File: src/rtl/qblock_item_roulette_if.sv
// Handshake bundle between the Q-block handler/controls and the item roulette.
// The master drives collisions, use buttons and clear; the slave returns slot state and use pulses.
interface qblock_item_roulette_if #(
    parameter int unsigned ITEM_WIDTH = 2
);
    logic                  clear;
    logic                  car1_collision;
    logic                  car2_collision;
    logic                  car1_use;
    logic                  car2_use;
    logic [ITEM_WIDTH-1:0] car1_item;
    logic [ITEM_WIDTH-1:0] car2_item;
    logic                  car1_spinning;
    logic                  car2_spinning;
    logic                  car1_use_pulse;
    logic                  car2_use_pulse;
    logic [ITEM_WIDTH-1:0] car1_use_item;
    logic [ITEM_WIDTH-1:0] car2_use_item;

    modport master (
        output clear, car1_collision, car2_collision, car1_use, car2_use,
        input  car1_item, car2_item, car1_spinning, car2_spinning,
        input  car1_use_pulse, car2_use_pulse, car1_use_item, car2_use_item
    );

    modport slave (
        input  clear, car1_collision, car2_collision, car1_use, car2_use,
        output car1_item, car2_item, car1_spinning, car2_spinning,
        output car1_use_pulse, car2_use_pulse, car1_use_item, car2_use_item
    );
endinterface

File: src/rtl/qblock_item_roulette.sv
// Per-car Q-block item roulette: a collision rise spins a roulette for SPIN_FRAMES frames, then an
// LFSR-chosen item is held until a use rise spends it as a one-cycle pulse.
module qblock_item_roulette #(
    parameter int unsigned NUM_ITEMS   = 3,
    parameter int unsigned ITEM_WIDTH  = 2,
    parameter int unsigned SPIN_FRAMES = 120,
    parameter int unsigned SPIN_STEP   = 4,
    parameter logic [15:0] LFSR_SEED   = 16'hACE1
) (
    input logic                   render_clk,
    input logic                   rst_n,
    qblock_item_roulette_if.slave bus
);
    localparam int unsigned CntW  = (SPIN_FRAMES > 1) ? $clog2(SPIN_FRAMES) : 1;
    localparam int unsigned StepW = (SPIN_STEP > 1) ? $clog2(SPIN_STEP) : 1;

    typedef enum logic [1:0] {StEmpty, StSpin, StHold} state_e;

    state_e                state_q    [2];
    state_e                state_d    [2];
    logic [CntW-1:0]       spin_cnt_q [2];
    logic [CntW-1:0]       spin_cnt_d [2];
    logic [StepW-1:0]      step_cnt_q [2];
    logic [StepW-1:0]      step_cnt_d [2];
    logic [ITEM_WIDTH-1:0] item_q     [2];
    logic [ITEM_WIDTH-1:0] item_d     [2];
    logic [ITEM_WIDTH-1:0] use_item_q [2];
    logic [ITEM_WIDTH-1:0] use_item_d [2];
    logic [ITEM_WIDTH-1:0] roll       [2];
    logic [1:0]            pulse_q, pulse_d;
    logic [1:0]            coll, use_btn, coll_prev_q, use_prev_q, coll_rise, use_rise;
    logic [15:0]           lfsr_q;

    assign coll      = {bus.car2_collision, bus.car1_collision};
    assign use_btn   = {bus.car2_use, bus.car1_use};
    assign coll_rise = coll & ~coll_prev_q;
    assign use_rise  = use_btn & ~use_prev_q;

    // Each car draws from its own LFSR byte so simultaneous hits roll independently
    assign roll[0] = ITEM_WIDTH'(({1'b0, lfsr_q[7:0]} % 9'(NUM_ITEMS)) + 9'd1);
    assign roll[1] = ITEM_WIDTH'(({1'b0, lfsr_q[15:8]} % 9'(NUM_ITEMS)) + 9'd1);

    always_ff @(posedge render_clk or negedge rst_n) begin
        if (!rst_n) begin
            lfsr_q      <= LFSR_SEED;
            coll_prev_q <= '0;
            use_prev_q  <= '0;
            pulse_q     <= '0;
            for (int c = 0; c < 2; c++) begin
                state_q[c]    <= StEmpty;
                spin_cnt_q[c] <= '0;
                step_cnt_q[c] <= '0;
                item_q[c]     <= '0;
                use_item_q[c] <= '0;
            end
        end else begin
            lfsr_q      <= {lfsr_q[14:0], lfsr_q[15] ^ lfsr_q[13] ^ lfsr_q[12] ^ lfsr_q[10]};
            coll_prev_q <= coll;
            use_prev_q  <= use_btn;
            pulse_q     <= pulse_d;
            for (int c = 0; c < 2; c++) begin
                state_q[c]    <= state_d[c];
                spin_cnt_q[c] <= spin_cnt_d[c];
                step_cnt_q[c] <= step_cnt_d[c];
                item_q[c]     <= item_d[c];
                use_item_q[c] <= use_item_d[c];
            end
        end
    end

    always_comb begin
        pulse_d = '0;
        for (int c = 0; c < 2; c++) begin
            state_d[c]    = state_q[c];
            spin_cnt_d[c] = spin_cnt_q[c];
            step_cnt_d[c] = step_cnt_q[c];
            item_d[c]     = item_q[c];
            use_item_d[c] = '0;
            if (bus.clear) begin
                state_d[c]    = StEmpty;
                spin_cnt_d[c] = '0;
                step_cnt_d[c] = '0;
                item_d[c]     = '0;
            end else begin
                unique case (state_q[c])
                    StEmpty: begin
                        if (coll_rise[c]) begin
                            state_d[c]    = StSpin;
                            spin_cnt_d[c] = CntW'(SPIN_FRAMES - 1);
                            step_cnt_d[c] = '0;
                            item_d[c]     = ITEM_WIDTH'(1);
                        end
                    end
                    StSpin: begin
                        if (spin_cnt_q[c] == '0) begin
                            state_d[c] = StHold;
                            item_d[c]  = roll[c];
                        end else begin
                            spin_cnt_d[c] = spin_cnt_q[c] - CntW'(1);
                            if (step_cnt_q[c] == StepW'(SPIN_STEP - 1)) begin
                                step_cnt_d[c] = '0;
                                item_d[c]     = (item_q[c] == ITEM_WIDTH'(NUM_ITEMS)) ?
                                                ITEM_WIDTH'(1) : item_q[c] + ITEM_WIDTH'(1);
                            end else begin
                                step_cnt_d[c] = step_cnt_q[c] + StepW'(1);
                            end
                        end
                    end
                    StHold: begin
                        // A same-cycle collision rise is dropped: the slot only refills from empty
                        if (use_rise[c]) begin
                            state_d[c]    = StEmpty;
                            pulse_d[c]    = 1'b1;
                            use_item_d[c] = item_q[c];
                            item_d[c]     = '0;
                        end
                    end
                    default: state_d[c] = StEmpty;
                endcase
            end
        end
    end

    assign bus.car1_item      = item_q[0];
    assign bus.car2_item      = item_q[1];
    assign bus.car1_spinning  = (state_q[0] == StSpin);
    assign bus.car2_spinning  = (state_q[1] == StSpin);
    assign bus.car1_use_pulse = pulse_q[0];
    assign bus.car2_use_pulse = pulse_q[1];
    assign bus.car1_use_item  = use_item_q[0];
    assign bus.car2_use_item  = use_item_q[1];
endmodule
File: src/flat_wrapper.sv
// flat-port wrapper written by rule: the top's interface ports become plain ports
module qblock_item_roulette_flat 
#(
    parameter int unsigned NUM_ITEMS   = 3,
    parameter int unsigned ITEM_WIDTH  = 2,
    parameter int unsigned SPIN_FRAMES = 120,
    parameter int unsigned SPIN_STEP   = 4,
    parameter logic [15:0] LFSR_SEED   = 16'hACE1
)
  (render_clk, rst_n, bus_clear, bus_car1_collision, bus_car2_collision, bus_car1_use, bus_car2_use, bus_car1_item, bus_car2_item, bus_car1_spinning, bus_car2_spinning, bus_car1_use_pulse, bus_car2_use_pulse, bus_car1_use_item, bus_car2_use_item);
  qblock_item_roulette_if #(.ITEM_WIDTH(ITEM_WIDTH)) bus_i ();
  input logic render_clk;
  input logic rst_n;
  input wire logic [$bits(bus_i.clear)-1:0] bus_clear;
  input wire logic [$bits(bus_i.car1_collision)-1:0] bus_car1_collision;
  input wire logic [$bits(bus_i.car2_collision)-1:0] bus_car2_collision;
  input wire logic [$bits(bus_i.car1_use)-1:0] bus_car1_use;
  input wire logic [$bits(bus_i.car2_use)-1:0] bus_car2_use;
  output wire logic [$bits(bus_i.car1_item)-1:0] bus_car1_item;
  output wire logic [$bits(bus_i.car2_item)-1:0] bus_car2_item;
  output wire logic [$bits(bus_i.car1_spinning)-1:0] bus_car1_spinning;
  output wire logic [$bits(bus_i.car2_spinning)-1:0] bus_car2_spinning;
  output wire logic [$bits(bus_i.car1_use_pulse)-1:0] bus_car1_use_pulse;
  output wire logic [$bits(bus_i.car2_use_pulse)-1:0] bus_car2_use_pulse;
  output wire logic [$bits(bus_i.car1_use_item)-1:0] bus_car1_use_item;
  output wire logic [$bits(bus_i.car2_use_item)-1:0] bus_car2_use_item;
  assign bus_i.clear = bus_clear;
  assign bus_i.car1_collision = bus_car1_collision;
  assign bus_i.car2_collision = bus_car2_collision;
  assign bus_i.car1_use = bus_car1_use;
  assign bus_i.car2_use = bus_car2_use;
  assign bus_car1_item = bus_i.car1_item;
  assign bus_car2_item = bus_i.car2_item;
  assign bus_car1_spinning = bus_i.car1_spinning;
  assign bus_car2_spinning = bus_i.car2_spinning;
  assign bus_car1_use_pulse = bus_i.car1_use_pulse;
  assign bus_car2_use_pulse = bus_i.car2_use_pulse;
  assign bus_car1_use_item = bus_i.car1_use_item;
  assign bus_car2_use_item = bus_i.car2_use_item;
  qblock_item_roulette #(.NUM_ITEMS(NUM_ITEMS), .ITEM_WIDTH(ITEM_WIDTH), .SPIN_FRAMES(SPIN_FRAMES), .SPIN_STEP(SPIN_STEP), .LFSR_SEED(LFSR_SEED)) u_core (.render_clk(render_clk), .rst_n(rst_n), .bus(bus_i));
endmodule
File: config.mk
export PLATFORM = sky130hd
export DESIGN_NAME = qblock_item_roulette_flat
export DESIGN_NICKNAME = d
export VERILOG_FILES = /design/src/rtl/qblock_item_roulette_if.sv /design/src/rtl/qblock_item_roulette.sv /design/src/flat_wrapper.sv
export SDC_FILE = /design/constraint.sdc
export NUM_CORES = 1
export LEC_CHECK = 0
export BUFFER_PORTS_ARGS = -buffer_cell sky130_fd_sc_hd__buf_2
export CORE_MARGIN = 2
export CORE_UTILIZATION = 35
export CTS_BUF_LIST = sky130_fd_sc_hd__clkbuf_4 sky130_fd_sc_hd__clkbuf_8
export CTS_CLUSTER_DIAMETER = 150
export DETAILED_ROUTE_END_ITERATION = 8
export GPL_ROUTABILITY_DRIVEN = 0
export PLACE_DENSITY = 0.5
export SLEW_MARGIN = 20
export SYNTH_ARGS = -nofsm -noshare
export SYNTH_HDL_FRONTEND = slang
export SYNTH_SLANG_ARGS = --single-unit
File: constraint.sdc
create_clock -name render_clk -period 6.1 [get_ports render_clk]
set_input_delay 0.61 -clock render_clk [delete_from_list [all_inputs] [get_ports render_clk]]
set_output_delay 0.61 -clock render_clk [all_outputs]
set_load 0.1 [all_outputs]
==> results of run 1 <==
-- placed cells by master, fill, tap and decap left out, types with 11 or more instances in the layout --
cell type                  count
sky130_fd_sc_hd__ha_1         20
sky130_fd_sc_hd__nor2_1       41
sky130_fd_sc_hd__dfrtp_1      44
sky130_fd_sc_hd__o21ai_0      20
sky130_fd_sc_hd__inv_1        23
sky130_fd_sc_hd__nand3_1      18
sky130_fd_sc_hd__buf_2        18
sky130_fd_sc_hd__a211oi_1     11
sky130_fd_sc_hd__nand2_1      34
sky130_fd_sc_hd__nor3_1       13
sky130_fd_sc_hd__nand2b_1     14
sky130_fd_sc_hd__a21oi_1      47
-- synth_stat cells, types with 6 or more instances --
| library cell | count | share of area, % |
|---|---|---|
| sky130_fd_sc_hd__a21oi_1 | 47 | 5.3 |
| sky130_fd_sc_hd__dfrtp_1 | 44 | 25 |
| sky130_fd_sc_hd__nor2_1 | 41 | 3.5 |
| sky130_fd_sc_hd__nand2_1 | 34 | 2.9 |
| sky130_fd_sc_hd__inv_1 | 23 | 1.9 |
| sky130_fd_sc_hd__clkbuf_1 | 22 | 1.9 |
| sky130_fd_sc_hd__ha_1 | 20 | 5.6 |
| sky130_fd_sc_hd__o21ai_0 | 20 | 2.2 |
| sky130_fd_sc_hd__nand3_1 | 18 | 2.0 |
| sky130_fd_sc_hd__nand2b_1 | 14 | 2.0 |
| sky130_fd_sc_hd__nor3_1 | 13 | 1.5 |
| sky130_fd_sc_hd__a211oi_1 | 11 | 1.9 |
| sky130_fd_sc_hd__and2_1 | 10 | 1.4 |
| sky130_fd_sc_hd__nor4_1 | 10 | 1.4 |
| sky130_fd_sc_hd__buf_2 | 9 | 1.0 |
| sky130_fd_sc_hd__and3_1 | 8 | 1.1 |
| sky130_fd_sc_hd__dfstp_2 | 8 | 4.7 |
| sky130_fd_sc_hd__a21o_1 | 7 | 1.2 |
| sky130_fd_sc_hd__a31oi_1 | 7 | 0.98 |
| sky130_fd_sc_hd__mux2i_1 | 7 | 1.6 |
| sky130_fd_sc_hd__o21a_1 | 7 | 1.2 |
| sky130_fd_sc_hd__a211o_1 | 6 | 1.2 |
| sky130_fd_sc_hd__nand3b_1 | 6 | 1.0 |
| sky130_fd_sc_hd__nor3b_1 | 6 | 1.0 |
| sky130_fd_sc_hd__o22a_1 | 6 | 1.2 |
| sky130_fd_sc_hd__o22ai_1 | 6 | 0.84 |
| sky130_fd_sc_hd__o31ai_1 | 6 | 1.0 |
-- per-stage QoR --
| stage | instance area (um2) | worst slack [ns] |
|---|---|---|
| after floorplan | 4454 | 1.428 |
| after global placement | 4613 | 1.185 |
| after detailed placement | 4613 | 1.016 |
| after CTS | 4725 | 0.9763 |
| after global routing | 4725 | 0.4826 |
| final | 4725 | 0.9549 |
-- logic make-up after synthesis --
logic type / share of synthesized area, %
AOI/OAI and AO/OA: 29.86
xor gates and xnor gates: 1.770
adders and majority gates: 5.843
buffers and inverters: 5.814
DFF: 29.44
muxes: 3.090
and+or+nand+nor: 24.19
-- power by group --
group	total, mW	switching, mW	internal [mW]
logic	0.506	0.339	0.167
registers	0.450	0.0521	0.398
clock network	0.240	0.113	0.126
total	1.20	0.504	0.692
-- registers in the layout (all words and copies together) (netlist names), 4 cells and up --
name	flops
u_core.state_q	4
u_core.spin_cnt_q	14
u_core.lfsr_q	16
u_core.step_cnt_q	4
-- worst max path at each step --
| stage | to | depth (start not counted) | from |
|---|---|---|---|
| after CTS | u_core.bus.car2_item[1] | 18 | u_core.lfsr_q[14] |
| after global placement | u_core.bus.car2_item[1] | 18 | u_core.lfsr_q[14] |
| after global routing | u_core.bus.car2_item[1] | 17 | u_core.lfsr_q[14] |
| after detailed placement | u_core.bus.car2_item[1] | 18 | u_core.lfsr_q[14] |
| after floorplan | u_core.bus.car2_item[1] | 23 | u_core.lfsr_q[14] |
| final | u_core.bus.car2_item[1] | 18 | u_core.lfsr_q[14] |
-- routing by layer --
metal | share of wire, % | wire length (um) | global-route usage [%]
met4 | 0.58 | 59 | 2.980
met5 | 0 | 0 | 0
met1 | 49 | 4999 | 21.21
met3 | 2.4 | 240 | 2.008
met2 | 48 | 4820 | 25.39
-- worst max-delay path, stage by stage, from the launching register on --
cell and delay [ns]:
sky130_fd_sc_hd__dfrtp_1 0.72, sky130_fd_sc_hd__ha_1 0.54, sky130_fd_sc_hd__inv_1 0.19, sky130_fd_sc_hd__a32oi_1 0.34, sky130_fd_sc_hd__o32a_1 0.44, sky130_fd_sc_hd__o2111a_1 0.27, sky130_fd_sc_hd__o21ai_2 0.10, sky130_fd_sc_hd__or4_1 0.54
sky130_fd_sc_hd__o211a_2 0.15, sky130_fd_sc_hd__nor2_1 0.13, sky130_fd_sc_hd__xor2_1 0.25, sky130_fd_sc_hd__inv_1 0.10, sky130_fd_sc_hd__ha_1 0.19, sky130_fd_sc_hd__a31oi_1 0.15, sky130_fd_sc_hd__o31ai_1 0.11, sky130_fd_sc_hd__a211oi_2 0.28
sky130_fd_sc_hd__nor2_1 0.07, sky130_fd_sc_hd__a211o_1 0.27, sky130_fd_sc_hd__a31o_1 0.20
-- final cells by class --
cell class / instances / area (um2) / share of cell area, %
Multi-Input combinational cell: 425 / 2884 / 61.04
Sequential cell: 52 / 1311 / 27.75
Inverter: 26 / 97.59 / 2.066
Clock buffer: 6 / 76.32 / 1.615
Tap cell: 172 / 215.2 / 4.555
Timing Repair Buffer: 20 / 105.1 / 2.225
Clock inverter: 2 / 35.03 / 0.7415
==> summary by stage, run 1 <==
STA
The number of pins with negative max-slew slack in the final report is 0. Setup violations remaining at the end of the flow were counted as 0. The worst path in the final design needs a cycle of approximately 5.1 ns, including I/O delays and setup. The share of the clock period used by the worst path is a little over four fifths. For the final database, setup skew stands at approximately 0.0081 ns. The transition time at the pin with the least slew margin is roughly 0.94 ns. The maximum achievable frequency is slightly below 200 MHz. The hold violation count in the final report is 0. The setup TNS after final layout is 0 ns. Setup repair after global routing left no endpoint under its margin. Headroom to the max-slew limit came out at about 37%.

The worst hold slack is 0.4016 ns.

Yosys
The most common flop cell mapped by yosys is sky130_fd_sc_hd__dfrtp_1. The share of flip-flops with an asynchronous set or reset after synthesis is between 90% and 100%. Counting flops and latches in the post-synthesis netlist gives 52.

The number of distinct library cells after synthesis is 84. Synthesis handed over a netlist of 538 instances. Dividing the synthesized area by the synthesized cell count gives 8.279 um2. After synthesis, flip-flops and latches occupy between 20% and 30% of the total area.

The count of synthesis-stage warnings from yosys is 0. The combined area of all synthesized cells is about 0.0045 mm2. The post-synth net total is between 500 and 600.

The synthesized design contains 0 enable-type register cells.

CTS
Clock tree synthesis found a total of 52 sinks. No sink is reached through more buffers than the 2 on the longest clock path. The later pin in the worst-skew pair is clocked with a latency of approximately 0.30 ns. TritonCTS built the clock tree. Once the clock tree was built, the setup fixing pass inserted 0 buffers. The number of hold buffers added after CTS was 0. The clock-pin slew on the worst setup and hold paths is ~0.09 ns. In this run, post-CTS repair resized a total of 0 instances. The H-tree depth reported by CTS is 2. The root buffer cell chosen for the clock tree is sky130_fd_sc_hd__clkbuf_8. Counting the buffers created by CTS gives 5.

Global routing
The initial antenna violation count is 0. The via count of the first global-routing pass is around 3600. In the global route stage, overall resource usage came out at 15.18%.

After global routing the overflow that remains totals 0. The pin count of the biggest net entering global routing is 53. The first global-routing pass estimated about 17000 um of wire.

Power and ir drop
VDD sags by at most 189.4 uV. After layout, the design draws a total of 1.195 mW. In this run the power density over the cells is between 200 and 300 mW/mm2. The leakage power total is 1.948 nW.

Drt
Dividing the detail-routed wire length by the instance count gives around 14 um. The vias per cell is about 5.6. The detailed router finished its first iteration with approximately 190 violations. The routed design has about 10000 um of wire. The final routed DRC violation total is 0. The total number of vias is about 4000. Once detail routing completed, the nets flagged for antenna violations numbered 0. The number of iterations in the first detailed-routing pass is 4.

Die
The total die area is roughly 0.014 mm2. After floorplanning, the core was divided into about 40 placement rows. The die boundary width is approximately 120 um. The initial core utilization is 35.59%. The die is around 120 um tall. The core outline area is roughly 0.013 mm2.

19 I/O pins were placed.

Worst setup path
The depth of the worst register-to-register path is 18. The arrival time at the worst endpoint is between 5 and 6 ns. The start-to-end type of the worst setup path is register to register.

In this run the critical register-to-register path is captured at u_core.bus.car2_item[1]. The worst register-to-register path begins at u_core.lfsr_q[14]. The worst setup path is launched from a register.

The highest net fanout along the worst path is 18. The reg-to-reg setup timing slack is between 0.9 and 1 ns. The kind of end point of the critical path is a register. The critical path required time is roughly 6.3 ns.

Run status
The run finished with clean final reports.

Layout
The number of antenna diodes is 0. Once layout is complete, the cells apart from fillers number around 700. The number of nets in the final layout is 557.

The final core utilization is around 38%. The number of filler cells placed in the layout is approximately 1300. The share of post-route cells with drive strength above 1 is a little over a tenth. The area overhead of the layout relative to synthesis is 6.067%.

Job
Max-cap violations in this run came to 0.

Min path
The worst hold path class is input pin to async pin.

Placed design
The number of input and output port buffers inserted is 18. The placed wire-length estimate after detailed placement is roughly 7300 um. The number of placed instances, taps included is between 600 and 700.
Note: power is estimated with default switching activity, not from simulation.
==> inputs of run 2 (changes only) <==
ABC_AREA = 1   (was unset)
clock period = 5.05 ns   (was 6.1 ns; I/O delays follow)
==> summary by stage, run 2 <==
Layout
The number of antenna diodes is 0. In the layout the commonest cells are sky130_fd_sc_hd__nand2_1, sky130_fd_sc_hd__inv_1, sky130_fd_sc_hd__nor2_1, sky130_fd_sc_hd__nand3_1, sky130_fd_sc_hd__dfrtp_1. The share of post-route cells with drive strength above 1 is around 18%. The register name with the most flops is u_core.lfsr_q. Cells fill between 30% and 40% of the core in the end. The area overhead of the layout relative to synthesis is 8.930%. The register with the most flip-flops in the layout has 16 of them.

The number of nets in the final layout is 684. The library cell used most frequently in the layout, excluding fill and tap cells, is sky130_fd_sc_hd__nand2_1. The multi-input gate area in the final layout is approximately 0.0026 mm2.

The area used by sequential logic in the layout is between 0.001 and 0.0015 mm2. The largest registers in the layout are u_core.lfsr_q: 16 flops, u_core.spin_cnt_q: 14 flops. The number of filler cells placed in the layout is between 1000 and 1500. Summing all non-filler instances in the final layout gives an area of about 0.0048 mm2.

CTS
The number of sinks driven by the clock tree is 52. The insertion delay of the later-clocked pin in the worst-skew pair is approximately 0.32 ns. Post-CTS repair changed the size of 0 cells. After clock tree synthesis, the setup repair step added 0 buffers.

The clock root buffer master is sky130_fd_sc_hd__clkbuf_8. The worst-case clock buffer depth is 2. Clock-pin slew was measured on the worst setup and hold paths at 0.10 ns. The number of hold buffers added after cts is 0.

TritonCTS built the clock tree. The H-tree depth reported by CTS is 2. The total clock buffers created by CTS is 5.

Global routing
The initial antenna violation count is 0. The wire length of the first global-routing pass is ~17000 um. For this run, the total global-route usage over all layers was measured as roughly 15%. The aggregate global routing overflow is 0.

The via count of the first global-routing pass was around 3800. The pin count of the biggest net entering global routing is between 50 and 60.

Yosys
The number of distinct library cells after synthesis is 43. In the synthesized netlist the dominant register cell turns out to be sky130_fd_sc_hd__dfrtp_1. Yosys printed 0 warnings. The dominant cell type by area after synthesis is sky130_fd_sc_hd__dfrtp_1.

The mean area per synthesized cell is about 7 um2. The part of the Yosys area used for sequential elements is around 30%. The combined area of all synthesized cells is ~0.0044 mm2. The number of synthesized flops with an enable pin is 0. The number of flip-flops and latches in the synthesized netlist is 52. The share of flip-flops with an asynchronous set or reset after synthesis is 100.0%. Counting instances in the post-synthesis netlist gives the leading cell types as sky130_fd_sc_hd__nand2_1, sky130_fd_sc_hd__inv_1, sky130_fd_sc_hd__nor2_1.

After synthesis, the cell types taking the most area are sky130_fd_sc_hd__dfrtp_1, sky130_fd_sc_hd__nand2_1, sky130_fd_sc_hd__inv_1, sky130_fd_sc_hd__ha_1, sky130_fd_sc_hd__nand3_1. The cell with the most instances after synthesis is sky130_fd_sc_hd__nand2_1. The share of Yosys cell area claimed by the top area cell type is between 20 and 30%.

Synthesis handed over a netlist of ~640 instances. The post-synth net total is ~660.

STA
Setup repair after global routing left no endpoint under its margin. After layout, the worst setup slack is 0.6475 ns. On the final layout, the worst clock skew is around 0.011 ns. The setup TNS after final layout is 0 ns. The tightest hold path in the finished design has a slack of 0.2864 ns. The headroom to the max-slew limit is between 50% and 60%. The share of the clock period used by the worst path is 87.18%.

The number of pins with negative max-slew slack in the final report is 0. At the pin with the least slew margin, the transition time is roughly 0.7 ns. The maximum achievable frequency is 227.1 MHz.

The number of failing setup endpoints in the final timing report is 0. The hold violation count in the final report is 0. The clock period minus worst slack is 4.402 ns.

Drt
The uppermost layer routed is met4. In this run, the number of DRC markers left after iteration 0 of detailed routing was between 200 and 250. In the detailed route, the total length drawn on met3 is between 150 and 200 um. In the final routing, the length of wire on met1 measures about 4700 um. The vias per cell is 4.749. The number of iterations in the first detailed-routing pass is 4.

The routed length per instance is 11.30 um. After detailed routing, the number of remaining DRC violations is 0. For this block, the via count after detailed routing is roughly 4000. The total detailed-routing wirelength is 9330 um. Wire segments on met2 add up to about 4300 um in the final route. The remaining number of nets flagged by the antenna check after routing is 0.

Worst setup path
Data on the critical path is required at its endpoint by approximately 5.3 ns. The kind of end point of the critical path is a register. The master of the slowest instance on the critical path is sky130_fd_sc_hd__dfstp_2. The family with the most delay on the worst path is simple AND/OR/NAND/NOR gates.

The number of buffers and inverters on the critical path is 6. Along the worst path, the maximum fanout reaches 6. The worst reg2reg path endpoint is u_core.bus.car2_item[0]. Measured in cells, the most critical reg-to-reg path has a length of 34. The startpoint of the worst setup timing path is u_core.lfsr_q[15].

The source of the worst register-to-register timing path is u_core.lfsr_q[15]. The start-to-end type of the worst setup path is register to register. Among the stages of the critical path, the cell type that occurs most often is sky130_fd_sc_hd__nand2_1. The arrival time at the worst endpoint is 4.66 ns.

The kind of start point of the critical path is a register. In this run the register-to-register setup slack is approximately 0.65 ns. The maximum single-stage delay on the critical path is about 0.59 ns.

Job
The count of max-cap constraint violations is 0.

Die
The die outline height is about 120 um. The die is 115.8 um wide. During I/O placement, the number of pins put on the boundary was 19. The core outline area is 0.01211 mm2. The floorplan has 40 rows. The initial utilization of the core area, before any placement, comes to between 30% and 40%. The total die area is about 0.013 mm2.

Power and ir drop
The power density over the cells is about 290 mW/mm2. The leakage power total is ~2.6 nW. VDD sags by at most 236.3 uV.

Min path
The path class of the tightest hold or removal check is input pin to async pin.

Placed design
At the placement stage, the worst setup path has a slack of between 0.7 and 0.8 ns. The HPWL after detailed placement is roughly 7300 um. The standard cell area after detailed placement is 0.004664 mm2. The number of input and output port buffers inserted is 18.

Run status
The run finished with clean final reports.
-- run 2: cell count changes after synthesis, sizes merged, moves of 14 or more --
cell	before	now
a21oi	47	18
clkbuf	22	4
inv	24	115
nand2	34	194
nand2b	14	0
nand3	18	59
nand4	5	25
nor2	41	66
-- run 2: layer usage --
layer,GRT usage [%],vias to the layer above
met1,20.85,1783
met3,2.144,9
met2,24.52,41
met5,0,-
met4,4.444,0
li1,-,2090
-- run 2: layout make-up --
class / count / share of cell area, %
clock buffers: 6 / 1.734
multi-input cells: 463 / 54.70
clock inverters: 2 / 0.3153
inverters: 116 / 9.249
repair buffers: 19 / 2.049
flip-flops and latches: 52 / 27.54
well taps: 168 / 4.414
-- run 2: where the power goes --
part / internal [mW] / leakage [nW] / switching, mW / total [mW]
clock: 0.111 / 0.0434 / 0.142 / 0.253
combinational: 0.156 / 1.87 / 0.412 / 0.568
sequential: 0.498 / 0.659 / 0.0507 / 0.548
total: 0.765 / 2.58 / 0.605 / 1.37
-- run 2: cell families (layout without fill, tap and decap cells) --
logic type      after synthesis  after routing  share of synthesized area, %
xor+xnor                      9              9                         1.803
buf+inv                     120            143                         10.42
fa+ha+maj                    20             20                         5.724
simple gates                356            356                         41.10
compound gates               78             78                         10.96
flops                        52             52                         29.99
-- run 2: worst max-delay path by stage --
stage                              endpoint  slack, ns  cells past startpoint
floorplan           u_core.bus.car2_item[0]       1.24                     34
global placement    u_core.bus.car2_item[0]       0.74                     34
detailed placement  u_core.bus.car2_item[0]       0.72                     32
CTS                 u_core.bus.car2_item[0]       0.66                     32
global route        u_core.bus.car1_item[0]       0.13                     37
finish              u_core.bus.car2_item[0]       0.65                     34
-- run 2: metrics by stage --
step | total power [mW] | std cells
2_1_floorplan | 1.002 | 635
3_3_place_gp | 1.121 | 818
3_5_place_dp | 1.130 | 818
4_1_cts | 1.392 | 826
5_1_grt | 1.493 | 826
6_report | 1.370 | 826
-- run 2: worst reg2reg max path, delay by kind of cell, from the launching register on --
family	cells	cell delay, ns
AO/OA/AOI/OAI	5	0.81
flip-flops	1	0.59
AND/OR/NAND/NOR	21	2.08
adder cells (fa/ha/maj)	2	0.43
buffers and inverters	6	0.47
==> inputs of run 3 (changes only) <==
BUFFER_PORTS_ARGS = unset   (was -buffer_cell sky130_fd_sc_hd__buf_2)
CORE_UTILIZATION = 55   (was 35)
DONT_BUFFER_PORTS = 1   (was unset)
PLACE_DENSITY = 0.7   (was 0.5)
==> summary by stage, run 3 (same netlist as run 2, synthesis figures left out) <==
Run status
The run finished with clean final reports.

STA
The maximum achievable frequency is 227.7 MHz. The number of failing setup endpoints in the final timing report is 0. The number of pins with negative max-slew slack in the final report is 0.

The final critical path takes up between 80% and 90% of the cycle. Summed over all failing endpoints, the final setup total negative slack is 0 ns. The worst-case clock skew is 0.007300 ns. The worst hold slack is around 0.028 ns. The final worst-path setup slack is around 0.66 ns. The hold violation count in the final report is 0. The transition time at the pin with the least slew margin is between 1 and 1.5 ns. Setup repair after global routing left no endpoint under its margin. The worst path in the final design needs a cycle of around 4.4 ns, including I/O delays and setup. In this run the tightest slew margin relative to its limit is between 30% and 40%.

Layout
The area overhead of the layout relative to synthesis is 6.096%. The register name with the most flops is u_core.lfsr_q. The largest registers in the layout are u_core.lfsr_q: 16 flops, u_core.spin_cnt_q: 14 flops. The number of flip-flops in the largest register is 16. Counting the fill cells in the layout gives roughly 730. The number of antenna diodes in the final layout is 0. The library cell used most frequently in the layout, excluding fill and tap cells, is sky130_fd_sc_hd__nand2_1. At the end of the flow, the number of nets in the layout was between 600 and 700.

In the final layout, the multi-input gates occupy around 0.0026 mm2. In the layout the commonest cells are sky130_fd_sc_hd__nand2_1, sky130_fd_sc_hd__inv_1, sky130_fd_sc_hd__nor2_1, sky130_fd_sc_hd__nand3_1, sky130_fd_sc_hd__dfrtp_1. Of the cells placed in the final design, the portion with a size suffix greater than 1 is between 10% and 20%. Across the whole layout, storage elements account for around 0.0013 mm2.

Worst setup path
The cell that appears most often on the critical path is sky130_fd_sc_hd__nand2_1. Of all nets on the critical path, the largest fanout is 6. The reg-to-reg setup timing slack is between 0.6 and 0.7 ns.

The critical path required time is around 5.3 ns. The kind of start point of the critical path is a register. In this design, the largest share of critical-path delay is due to simple AND/OR/NAND/NOR gates.

The endpoint identified for the worst register-to-register timing path is u_core.bus.car2_item[0]. STA classifies the critical path endpoint as a register. The source of the worst register-to-register timing path is u_core.lfsr_q[15]. The critical path is of the register to register type. The number of buffers and inverters on the critical path is 4. The number of cells on the critical path is 32.

On the worst path, the slowest cell contributes a delay of a little under 0.6 ns. The slowest stage of the critical path belongs to the cell sky130_fd_sc_hd__dfstp_2. Measured in cells, the most critical reg-to-reg path has a length of 32. The arrival time at the worst endpoint is approximately 4.6 ns.

Global routing
The pin count of the biggest net entering global routing is 45. The total global-route track usage is between 20% and 30%. The via count of the first global-routing pass is 3802. In the global route stage, met2 resource usage came out at a little under two fifths. The global-route track usage on met3 is under 10%. The met1 usage is around 33%.

The most used routing layer in global routing is met2. Global routing finished with a remaining overflow of 0. The initial antenna violation count is 0. The first global-routing pass estimated between 15000 and 20000 um of wire.

Power and ir drop
The maximum vdd drop is approximately 300 uV. The sequential fraction of design power is 44.8%. For this design the static power due to leakage is approximately 2.5 nW. Dividing total power by cell area gives a power density of 299.5 mW/mm2. The internal cell power is 793.7 uW. The switching power share of the total is 42.87%. The combinational share of power is roughly a third.

The net switching power is slightly below 600 uW. The power after layout is 1.389 mW. The part of the power in the clock network is about a fifth.

Die
The core outline area is 0.007727 mm2. The initial core utilization is 56.57%. Pin placement for this block handled 19 I/O pins.

The die is between 90 and 100 um tall. The die covers 0.008678 mm2. The floorplan has 32 rows.

The die boundary width is between 90 and 100 um.

CTS
After clock tree synthesis, the clock-pin slew on the worst setup and hold paths is around 0.1 ns. CTS built an H-tree with a depth of 2. Clock tree synthesis found a total of 52 sinks. The tree is rooted in a sky130_fd_sc_hd__clkbuf_8. Buffers added to address setup during post-CTS repair amount to 0. The total clock buffers created by CTS is 5. TritonCTS built the clock tree. No sink is reached through more buffers than the 2 on the longest clock path. For the worst-skew pair, the clock arrives at the later sink with an insertion delay of just over 0.3 ns.

Placed design
Summed over all nets, the half-perimeter wirelength after detailed placement is 7010 um. The post-placement setup slack is between 0.6 and 0.7 ns. The number of input and output port buffers inserted is 0.

Drt
The routed length per instance is 12.12 um. In the routed design, unresolved DRC markers number 0. The first detailed-routing pass took 4 iterations. The total detailed-routing wirelength is approximately 9000 um. In this run the remaining antenna-violating nets after routing total 0. The routed layout has around 3900 vias. Using the TritonRoute via totals, the vias-per-cell ratio works out to 5.266. The number of DRC markers in iteration 0 is between 150 and 200.

Job
The count of max-cap constraint violations is 0.

Min path
The path class of the tightest hold or removal check is input pin to async pin.
run 3: power groups by stage:
stage / registers [mW] / clock network, mW / logic (mW)
floorplan: 0.615 / 0 / 0.387
global placement: 0.628 / 0 / 0.461
detailed placement: 0.630 / 0 / 0.470
CTS: 0.622 / 0.294 / 0.482
global route: 0.634 / 0.311 / 0.565
finish: 0.623 / 0.285 / 0.481
run 3: area by class of cell:
| type | count | share of cell area, % |
|---|---|---|
| Multi-Input combinational cell | 463 | 56.16 |
| Sequential cell | 52 | 28.27 |
| Inverter | 116 | 9.496 |
| Tap cell | 102 | 2.752 |
| Clock buffer | 5 | 1.484 |
| Clock inverter | 3 | 0.9172 |
| Timing Repair Buffer | 3 | 0.9172 |
run 3: worst max-delay path by stage:
| stage | end | slack, ns | from |
|---|---|---|---|
| final | u_core.bus.car2_item[0] | 0.66 | u_core.lfsr_q[15] |
| after global routing | u_core.bus.car2_item[0] | 0.07 | u_core.lfsr_q[15] |
| after CTS | u_core.bus.car2_item[1] | 0.65 | u_core.lfsr_q[15] |
| after detailed placement | u_core.bus.car2_item[1] | 0.68 | u_core.lfsr_q[15] |
| after global placement | u_core.bus.car2_item[0] | 0.80 | u_core.lfsr_q[15] |
| after floorplan | u_core.bus.car2_item[0] | 1.24 | u_core.lfsr_q[15] |
run 3: metal layers:
metal	routed length (um)	part of all wire [%]
met5	0	0
met2	4045	45
met3	253	2.8
met4	114	1.3
met1	4603	51
run 3: repair_timing:
item	CTS	global route
hold endpoints to repair	44	0
endpoints found under the setup margin	0	0
hold buffers	1	0
resized for setup	0	0
run 3: metrics by stage:
step / cells / util, % / area (um2)
after floorplan: 635 / - / 4372
after global placement: 735 / 58.23 / 4499
after detailed placement: 735 / 58.23 / 4499
after CTS: 744 / 60.02 / 4638
after global routing: 744 / 60.02 / 4638
final: 744 / 60.02 / 4638
